$ cat src/rtl/seqdet_pkg.sv
// Shared types for the arbitrated serial pattern detector: top FSM states,
// detector state encoding and the generic next-state function.
package seqdet_pkg;

  typedef enum logic [1:0] {IDLE, LOAD, SHIFT, REPORT} state_e;

  localparam logic [3:0] PAT_DEFAULT = 4'b1011;

  // Detector state = number of pattern bits matched so far.
  localparam logic [1:0] S0   = 2'd0;
  localparam logic [1:0] S1   = 2'd1;
  localparam logic [1:0] S10  = 2'd2;
  localparam logic [1:0] S101 = 2'd3;

  // Longest proper suffix of (matched prefix + x) that is again a pattern prefix.
  function automatic logic [1:0] det_next(input logic [1:0] k, input logic x,
                                          input logic [3:0] pat);
    logic [3:0] sv;
    logic [3:0] m;
    logic [1:0] best;
    sv   = 4'((pat >> (4 - int'(k))) << 1) | {3'b000, x};
    best = S0;
    for (int l = 1; l <= 3; l++) begin
      m = 4'((1 << l) - 1);
      if (l <= int'(k) + 1 && ((sv & m) == (pat >> (4 - l))))
        best = 2'(l);
    end
    return best;
  endfunction

endpackage

$ cat src/rtl/seq_det_core.sv
// Bit-serial overlapping Mealy detector for a 4-bit pattern, with a
// synchronous clear so each job starts from a clean state.
module seq_det_core
  import seqdet_pkg::*;
#(
  parameter logic [3:0] PAT = PAT_DEFAULT
) (
  input  logic clk,
  input  logic reset,
  input  logic clr,
  input  logic en,
  input  logic x,
  output logic y
);

  logic [1:0] st_q, st_d;

  always_comb begin
    st_d = st_q;
    if (clr)     st_d = S0;
    else if (en) st_d = det_next(st_q, x, PAT);
  end

  always_ff @(posedge clk or negedge reset) begin
    if (!reset) st_q <= S0;
    else        st_q <= st_d;
  end

  assign y = (st_q == S101) && (x == PAT[0]);

endmodule

$ cat src/rtl/seqdet_arbiter.sv
// Round-robin scheduler sharing one serial detector between two word
// producers: grant, shift the word MSB-first, report the hit count.
module seqdet_arbiter
  import seqdet_pkg::*;
#(
  parameter int         W   = 8,
  parameter logic [3:0] PAT = PAT_DEFAULT,
  parameter int         HW  = 4
) (
  input  logic          clk,
  input  logic          reset,
  input  logic [1:0]    req,
  input  logic [W-1:0]  data0,
  input  logic [W-1:0]  data1,
  output logic [1:0]    gnt,
  output logic          busy,
  output logic          ser_x,
  output logic          det_y,
  output logic          done,
  output logic          owner,
  output logic [HW-1:0] hits
);

  localparam int CW = $clog2(W);

  state_e          state_q, state_d;
  logic [W-1:0]    shift_q, shift_d;
  logic [CW-1:0]   cnt_q, cnt_d;
  logic [HW-1:0]   hits_q, hits_d;
  logic            owner_q, owner_d;
  logic            last_q, last_d;
  logic            det_clr, det_en, core_y;

  always_comb begin
    state_d = state_q;
    shift_d = shift_q;
    cnt_d   = cnt_q;
    hits_d  = hits_q;
    owner_d = owner_q;
    last_d  = last_q;
    det_clr = 1'b0;
    det_en  = 1'b0;
    case (state_q)
      IDLE: begin
        if (req != 2'b00) begin
          state_d = LOAD;
          // On a tie serve whoever was not served last.
          owner_d = (req == 2'b11) ? ~last_q : req[1];
        end
      end
      LOAD: begin
        state_d = SHIFT;
        shift_d = owner_q ? data1 : data0;
        cnt_d   = CW'(W - 1);
        hits_d  = '0;
        det_clr = 1'b1;
        last_d  = owner_q;
      end
      SHIFT: begin
        det_en  = 1'b1;
        if (core_y && hits_q != '1) hits_d = hits_q + 1'b1;
        shift_d = {shift_q[W-2:0], 1'b0};
        cnt_d   = cnt_q - 1'b1;
        if (cnt_q == '0) state_d = REPORT;
      end
      REPORT:  state_d = IDLE;
      default: state_d = IDLE;
    endcase
  end

  always_ff @(posedge clk or negedge reset) begin
    if (!reset) begin
      state_q <= IDLE;
      shift_q <= '0;
      cnt_q   <= '0;
      hits_q  <= '0;
      owner_q <= 1'b0;
      last_q  <= 1'b1;  // so the first tie goes to requester 0
    end else begin
      state_q <= state_d;
      shift_q <= shift_d;
      cnt_q   <= cnt_d;
      hits_q  <= hits_d;
      owner_q <= owner_d;
      last_q  <= last_d;
    end
  end

  seq_det_core #(.PAT(PAT)) u_core (
    .clk  (clk),
    .reset(reset),
    .clr  (det_clr),
    .en   (det_en),
    .x    (ser_x),
    .y    (core_y)
  );

  assign gnt   = (state_q == LOAD) ? (owner_q ? 2'b10 : 2'b01) : 2'b00;
  assign busy  = (state_q != IDLE);
  assign done  = (state_q == REPORT);
  assign ser_x = (state_q == SHIFT) & shift_q[W-1];
  assign det_y = (state_q == SHIFT) & core_y;
  assign owner = owner_q;
  assign hits  = hits_q;

endmodule
$ cat config.mk
export PLATFORM = sky130hd
export DESIGN_NAME = seqdet_arbiter
export DESIGN_NICKNAME = d
export VERILOG_FILES = /design/src/rtl/seqdet_pkg.sv /design/src/rtl/seq_det_core.sv /design/src/rtl/seqdet_arbiter.sv
export SDC_FILE = /design/constraint.sdc
export NUM_CORES = 1
export LEC_CHECK = 0
export ABC_AREA = 1
export BUFFER_PORTS_ARGS = -buffer_cell sky130_fd_sc_hd__buf_2
export CAP_MARGIN = 20
export CORE_MARGIN = 2
export CORE_UTILIZATION = 30
export CTS_BUF_LIST = sky130_fd_sc_hd__clkbuf_2 sky130_fd_sc_hd__clkbuf_4 sky130_fd_sc_hd__clkbuf_8
export DETAILED_ROUTE_END_ITERATION = 10
export GPL_TIMING_DRIVEN = 0
export HOLD_SLACK_MARGIN = 0.12
export PLACE_DENSITY = 0.49
export SYNTH_ARGS = -nofsm -noshare
export SYNTH_HDL_FRONTEND = slang
export SYNTH_SLANG_ARGS = --single-unit
export TNS_END_PERCENT = 30
$ cat constraint.sdc
create_clock -name clk -period 1.3 [get_ports clk]
set_input_delay 0.13 -clock clk [delete_from_list [all_inputs] [get_ports clk]]
set_output_delay 0.13 -clock clk [all_outputs]
set_load 0.1 [all_outputs]
==> results of run 1 <==
[layer usage]
layer / up-vias / part of all wire
li1: 554 / -
met1: 512 / 0.46
met2: 25 / 0.49
met3: 2 / 0.043
met4: 0 / 0.0046
met5: - / 0
[cell usage in the layout (no fill, tap or decap), types with 3 or more instances in the layout]
cell type  netlist  layout
o21ai_1          1       6
buf_4            1       9
ha_1             8       4
nand2_2          1       3
clkbuf_8         0       4
o21ai_0         13       4
o211ai_1         3       3
nand2_4          0       3
nand2_1         26      21
inv_1           21      14
buf_2            0      24
o22ai_1          7       7
inv_2            1       4
buf_12           0       5
o21ai_2          1       3
nor2_1          15      13
dfrtp_1         20      16
ha_4             0       3
o21bai_1         5       5
nor2_4           1       3
dfrtp_2          0       3
buf_6            0       4
nand3_1          7       7
[worst max-delay path, delay by kind of cell (launching register included)]
kind | cells | cell delay [ps]
simple gates | 1 | 80
buf+inv | 3 | 440
fa+ha+maj | 1 | 160
flops | 1 | 430
[through the flow]
step,setup slack [ps],hold WS [ps]
final,-202.7,133.6
after global routing,-247.5,134.6
after CTS,-206.4,127.4
after detailed placement,-437.5,134.0
after global placement,-430.4,130.0
after floorplan,-398.3,-165.6
[final cells by class]
cell class,instances,area (um^2),share of cell area
Buffer,1,13.76,0.007812
Timing Repair Buffer,43,342.8,0.1946
Clock inverter,1,5.005,0.002841
Tap cell,48,60.06,0.03409
Clock buffer,3,41.29,0.02344
Inverter,23,103.9,0.05895
Multi-Input combinational cell,95,660.6,0.3750
Sequential cell,21,534.3,0.3033
[worst max-delay path by stage]
| stage | from | end | depth (start not counted) |
|---|---|---|---|
| global placement | state_q[1] | shift_q[6] | 7 |
| finish | state_q[1] | ser_x | 5 |
| detailed placement | state_q[1] | shift_q[6] | 7 |
| global route | state_q[1] | ser_x | 5 |
| floorplan | state_q[0] | hits[2] | 8 |
| CTS | state_q[1] | ser_x | 5 |
[power by group through the flow]
stage | registers (uW) | logic, uW | clock network (uW)
after global routing | 1130 | 3710 | 482
after CTS | 1100 | 3290 | 450
final | 1100 | 3390 | 434
after global placement | 1110 | 2410 | 0
after detailed placement | 1120 | 2420 | 0
after floorplan | 1270 | 1820 | 0
[state kept, by name, indices dropped and copies added (netlist names)]
name         count
shift_q          8
hits             4
state_q          2
u_core.st_q      2
owner            1
last_q           1
cnt_q            3
[cells by family (layout without fill, tap and decap cells)]
kind of cell             after synthesis  after routing  share of synthesized area
adder cells (fa/ha/maj)                8              8                    0.08640
buffers and inverters                 25             71                    0.08423
flip-flops                            21             21                     0.4546
AND/OR/NAND/NOR                       53             53                     0.1955
AO/OA/AOI/OAI                         34             34                     0.1793
[timing repair]
| action | 4_1_cts | 5_1_grt |
|---|---|---|
| endpoints found under the hold margin | 20 | 0 |
| hold buffers | 1 | 0 |
| pin swaps | 7 | 6 |
| buffers inserted | 12 | 0 |
| endpoints found under the setup margin | 25 | 25 |
| resized for setup | 50 | 11 |
==> summary.md, run 1 <==
| Metric | Value |
|---|---|
| Status | `complete, but fails checks` |
| Failing checks | `negative setup slack` |
| Post-Place Cell Area | `0.001429 mm^2` |
| Sequential Power Share | `0.224` |
| DR pass1 iterations | `4` |
| Final cell count without fillers | `235` |
| Post-synthesis sequential area ratio | `0.4546` |
| Synthesized net count | `169` |
| First-pass GRT wire length | `4657 um` |
| Gr busiest metal | `met2` |
| Final setup viols | `20` |
| CP Cell Sequence | `buf_6 -> ha_4 -> nand2_4 -> clkinvlp_4 -> buf_12` |
| Power Density | `2798 mW/mm^2` |
| Area delta synth->final | `52.05%` |
| Switching Fraction | `0.4925` |
| R2R Path End | `shift_q[6]` |
| Final Power | `4929 uW` |
| Count leader, synth | `nand2_1` |
| CP Capture Type | `output port` |
| CP required | `1170 ps` |
| Clock transition at path regs | `80 ps` |
| CTS H-tree depth | `1` |
| Headroom to the max-slew limit | `0.6630` |
| Mapped Area | `0.001159 mm^2` |
| Antenna cells | `0` |
| Top post-synthesis cells by area | `dfrtp_1 43%, ha_1 8.6%, nand2_1 8.4%, inv_1 6.8%, o21ai_0 5.6%` |
| Initial Utilization | `0.3141` |
| Via density | `4.651` |
| Largest net degree at the start of global routing | `22` |
| Placed Instances | `219` |
| Final period util | `1.156` |
| Final WS setup | `-202.7 ps` |
| Crit path launch type | `flop` |
| Max clock buf depth | `2` |
| Global-route usage over all layers | `0.1394` |
| WS Path Type | `reg -> out` |
| Synth Warn # | `0` |
| Clk network pwr share | `0.088` |
| Initial DRC Count | `22` |
| Fin util | `0.4776` |
| Endpoints failing hold | `0` |
| GRT overflow | `0` |
| Final instance area | `0.001762 mm^2` |
| Skew final | `1.836 ps` |
| Met2 Track Usage GR | `0.2350` |
| Die Y | `66.15 um` |
| Vias in the first global route | `1036` |
| IO Pins | `31` |
| WHS Endpoint | `shift_q[5]` |
| Actual slew at the worst max-slew pin | `505.5 ps` |
| Setup TNS | `-2087 ps` |
| Reg2Reg Depth | `6` |
| Num CTS Buffers | `3` |
| Max_cap viols | `0` |
| Final min period | `1503 ps` |
| Fmax | `665.5 MHz` |
| Met3 usage | `0.02215` |
| Comb pwr share | `0.688` |
| Initial antenna violation count | `0` |
| Hold_sp | `data1[5]` |
| WL per Instance | `11.90 um` |
| Synth cell types | `24` |
| Global Route met1 Usage | `0.1874` |
| Area leader, netlist | `dfrtp_1` |
| Chip Width | `66.15 um` |
| Skew-Pair Late Insertion Delay | `260 ps` |
| Pins Over Slew Limit | `0` |
| Worst-path fanout max | `4` |
| CTS Sinks | `21` |
| Top-area cell type share of the netlist area | `0.4320` |
| Worst R2R Start | `state_q[1]` |
| R2r setup slk | `-140 ps` |
| Post-synth EDFFs | `0` |
| Number of port buffers | `30` |
| Worst EP arrival | `1370 ps` |
| Fraction of layout cells with a size suffix above 1 | `0.4385` |
| Sw power | `2428 uW` |
| RePlAce Congestion | `0.7525` |
| CP max stage delay | `430 ps` |
| DRT antenna net count | `0` |
| Vias post-DR | `1093` |
| Post-Route WL | `2796 um` |
| Layout Nets | `216` |
| Internal Pwr Total | `2501 uW` |
| Synth Instances | `141` |
| Fillers | `370` |
| Hold Path Cell Cnt | `3` |
| Hold WC Path Type | `in -> reg` |
| RSZ-0062 raised after global routing | `true` |
| Die ar. | `0.004375 mm^2` |
| Mapped Avg Cell Area | `8.217 um^2` |
| Synth Flop Type | `dfrtp_1` |
| Most frequent cells after synthesis | `26 x nand2_1, 21 x inv_1, 20 x dfrtp_1, 15 x nor2_1, 13 x o21ai_0` |
| Clock tree from TritonCTS | `done` |
| Ys async rst share | `1.000` |
| Core area | `0.003689 mm^2` |
| Post-synthesis register bit count | `21` |
| Peak supply drop | `0.001918 V` |
| # rows | `22` |
| CTS root buffer | `clkbuf_8` |
| Final routed DRC violation total | `0` |
| Worst path slowest cell | `dfrtp_1` |
| Final HPWL from detailed placement | `1940 um` |
| Leakage | `0.0008570 uW` |
(Power assumes the default switching activity.)
==> inputs of run 2 (changes only) <==
--- a/config.mk
+++ b/config.mk
@@ -6,7 +6,7 @@
 export NUM_CORES = 1
 export LEC_CHECK = 0
 export ABC_AREA = 1
-export BUFFER_PORTS_ARGS = -buffer_cell sky130_fd_sc_hd__buf_2
+export BUFFER_PORTS_ARGS = -buffer_cell sky130_fd_sc_hd__buf_4
 export CAP_MARGIN = 20
 export CORE_MARGIN = 2
 export CORE_UTILIZATION = 30
@@ -14,7 +14,7 @@
 export DETAILED_ROUTE_END_ITERATION = 10
 export GPL_TIMING_DRIVEN = 0
 export HOLD_SLACK_MARGIN = 0.12
-export PLACE_DENSITY = 0.49
+export PLACE_DENSITY = 0.47
 export SYNTH_ARGS = -nofsm -noshare
 export SYNTH_HDL_FRONTEND = slang
 export SYNTH_SLANG_ARGS = --single-unit
==> constraint.sdc (replaced) <==
create_clock -name clk -period 1.6 [get_ports clk]
set_input_delay 0.16 -clock clk [delete_from_list [all_inputs] [get_ports clk]]
set_output_delay 0.16 -clock clk [all_outputs]
set_load 0.1 [all_outputs]
==> run 2 against run 1 <==
Net effect:
- utilization shrank 2.2 points
- die area unchanged
- design area fell by 4.7%
- the run now ends clean
- non-clock buffer count decreased by 2
- worst setup slack gained 240 ps
- hold slack gained 25 ps
- clock skew fell by 0.54 ps
- sequential share of layout area rose by 1.6 points
- total power decreased by 27%
- flip-flop and latch count did not move
- register-to-register slack better by 250 ps
- critical endpoint unchanged
==> summary.md, run 2 (same netlist as run 1, synthesis figures left out) <==
| Metric | Value |
|---|---|
| CTS H-tree depth | `1` |
| R2r setup slk | `110 ps` |
| Worst EP arrival | `1400 ps` |
| WL per Instance | `11.71 um` |
| Actual slew at the worst max-slew pin | `271.1 ps` |
| Number of port buffers | `30` |
| Post-Route WL | `2728 um` |
| First-pass GRT wire length | `4712 um` |
| DR pass1 iterations | `4` |
| Headroom to the max-slew limit | `0.8181` |
| Top reg by flops | `shift_q` |
| Worst path slowest cell | `dfrtp_2` |
| Final routed DRC violation total | `0` |
| Initial DRC Count | `26` |
| Final period util | `0.9777` |
| CP Cell Sequence | `buf_4 -> ha_4 -> nand2_4 -> clkinvlp_4 -> buf_12` |
| R2R Path End | `shift_q[7]` |
| Die Y | `66.15 um` |
| RSZ-0062 raised after global routing | `true` |
| IO Pins | `31` |
| GRT overflow | `0` |
| Final WS setup | `35.62 ps` |
| CP Capture Type | `output port` |
| Largest net degree at the start of global routing | `22` |
| CP max stage delay | `440 ps` |
| Worst R2R Start | `state_q[1]` |
| Die ar. | `0.004375 mm^2` |
| Clock transition at path regs | `80 ps` |
| Hold_sp | `data1[3]` |
| Area delta synth->final | `44.92%` |
| # rows | `22` |
| Layout Nets | `214` |
| Hold Path Cell Cnt | `3` |
| Setup TNS | `0 ps` |
| Antenna cells | `0` |
| WS Path Type | `reg -> out` |
| Fmax | `639.2 MHz` |
| Most frequent cells in the layout | `36 x buf_4, 23 x nand2_1, 17 x inv_1, 15 x dfrtp_1, 14 x nor2_1` |
| Setup slack at placement | `-177.0 ps` |
| Skew final | `1.298 ps` |
| Status | `completed` |
| Endpoints failing hold | `0` |
| Final HPWL from detailed placement | `1982 um` |
| Reg2Reg Depth | `7` |
| Hold WC Path Type | `in -> reg` |
| Fraction of layout cells with a size suffix above 1 | `0.3568` |
| Core area | `0.003689 mm^2` |
| Vias post-DR | `1065` |
| Skew-Pair Late Insertion Delay | `260 ps` |
| CTS root buffer | `clkbuf_8` |
| Initial Utilization | `0.3141` |
| CP required | `1440 ps` |
| Commonest non-fill, non-tap cell in the layout | `buf_4` |
| Worst Path Buf+Inv | `3` |
| Max_cap viols | `0` |
| Global-route usage over all layers | `0.1410` |
| Crit-path leading delay family | `flip-flops` |
| Pins Over Slew Limit | `0` |
| Chip Width | `66.15 um` |
| Final min period | `1564 ps` |
| WHS | `158.9 ps` |
| Worst setup startpoint | `state_q[1]` |
| RePlAce Congestion | `0.7201` |
| Max reg flops | `8` |
| Num CTS Buffers | `3` |
| Final cell count without fillers | `233` |
| Via density | `4.571` |
| Initial antenna violation count | `0` |
| Final setup viols | `0` |
| CTS Sinks | `21` |
| Max clock buf depth | `2` |
| Worst-path fanout max | `4` |
| Clock tree from TritonCTS | `done` |
| Crit path launch type | `flop` |
| DRT antenna net count | `0` |
| Placed Instances | `219` |
| Leakage | `0.0008298 uW` |
| WHS Endpoint | `shift_q[3]` |
| Power Density | `2151 mW/mm^2` |
| Peak supply drop | `0.001030 V` |
| Vias in the first global route | `1062` |
run 2: changes by cell type in the layout (fill, tap and decap cells not counted), moves of 3 or more:
| cell | previous run | this run |
|---|---|---|
| buf_4 | 9 | 36 |
| buf_2 | 24 | 0 |
| o21ai_0 | 4 | 11 |
| buf_12 | 5 | 2 |
| buf_6 | 4 | 1 |
| inv_1 | 14 | 17 |
| o21ai_1 | 6 | 3 |
run 2: worst reg2reg max path, stage by stage (launching register included):
cell and delay (ps):
dfrtp_2 400, inv_2 70, ha_1 290, buf_6 110, inv_2 80, nor2_4 170, o21ai_0 120, o211ai_1 160
run 2: area by class of cell:
cell class              count  area, um^2
fillers                   377        2009
multi-input cells          95       579.3
flip-flops and latches     21       535.5
repair buffers             41       350.3
inverters                  23       93.84
well taps                  48       60.06
clock buffers               4       48.80
plain buffers               1       11.26
run 2: report_power, final:
| group | switching, uW | internal [uW] | total (uW) |
|---|---|---|---|
| clock network | 176 | 194 | 371 |
| registers | 152 | 770 | 922 |
| logic | 1460 | 858 | 2320 |
run 2: worst max-delay path by stage:
stage | slack [ps] | end | depth (start not counted)
2_1_floorplan | -210 | gnt[0] | 2
5_1_grt | -3 | ser_x | 5
4_1_cts | -20 | ser_x | 5
6_report | 40 | ser_x | 5
3_5_place_dp | -180 | shift_q[7] | 7
3_3_place_gp | -160 | shift_q[6] | 7
run 2: timing repair:
action	4_1_cts	5_1_grt
hold buffers	1	0
gates resized for setup	9	10
buffers inserted	4	6
endpoints found under the hold margin	21	0
pin swaps	1	2
gates cloned	0	0
setup endpoints to repair	13	17
run 2: through the flow:
step,utilization,instance area [um^2],power (uW)
2_1_floorplan,-,1196,2455
3_3_place_gp,0.4016,1481,2883
3_5_place_dp,0.4016,1481,2906
4_1_cts,0.4349,1604,3503
5_1_grt,0.4552,1679,3923
6_report,0.4552,1679,3612
run 2: metal layers:
layer  vias up  wire length [um]  track usage  share of wire
met2        21              1310       0.2338           0.48
li1        549                 -            -              -
met4         0                23      0.05357         0.0084
met5         -                 0            0              0
met1       493              1262       0.1772           0.46
met3         2               132      0.03237          0.048
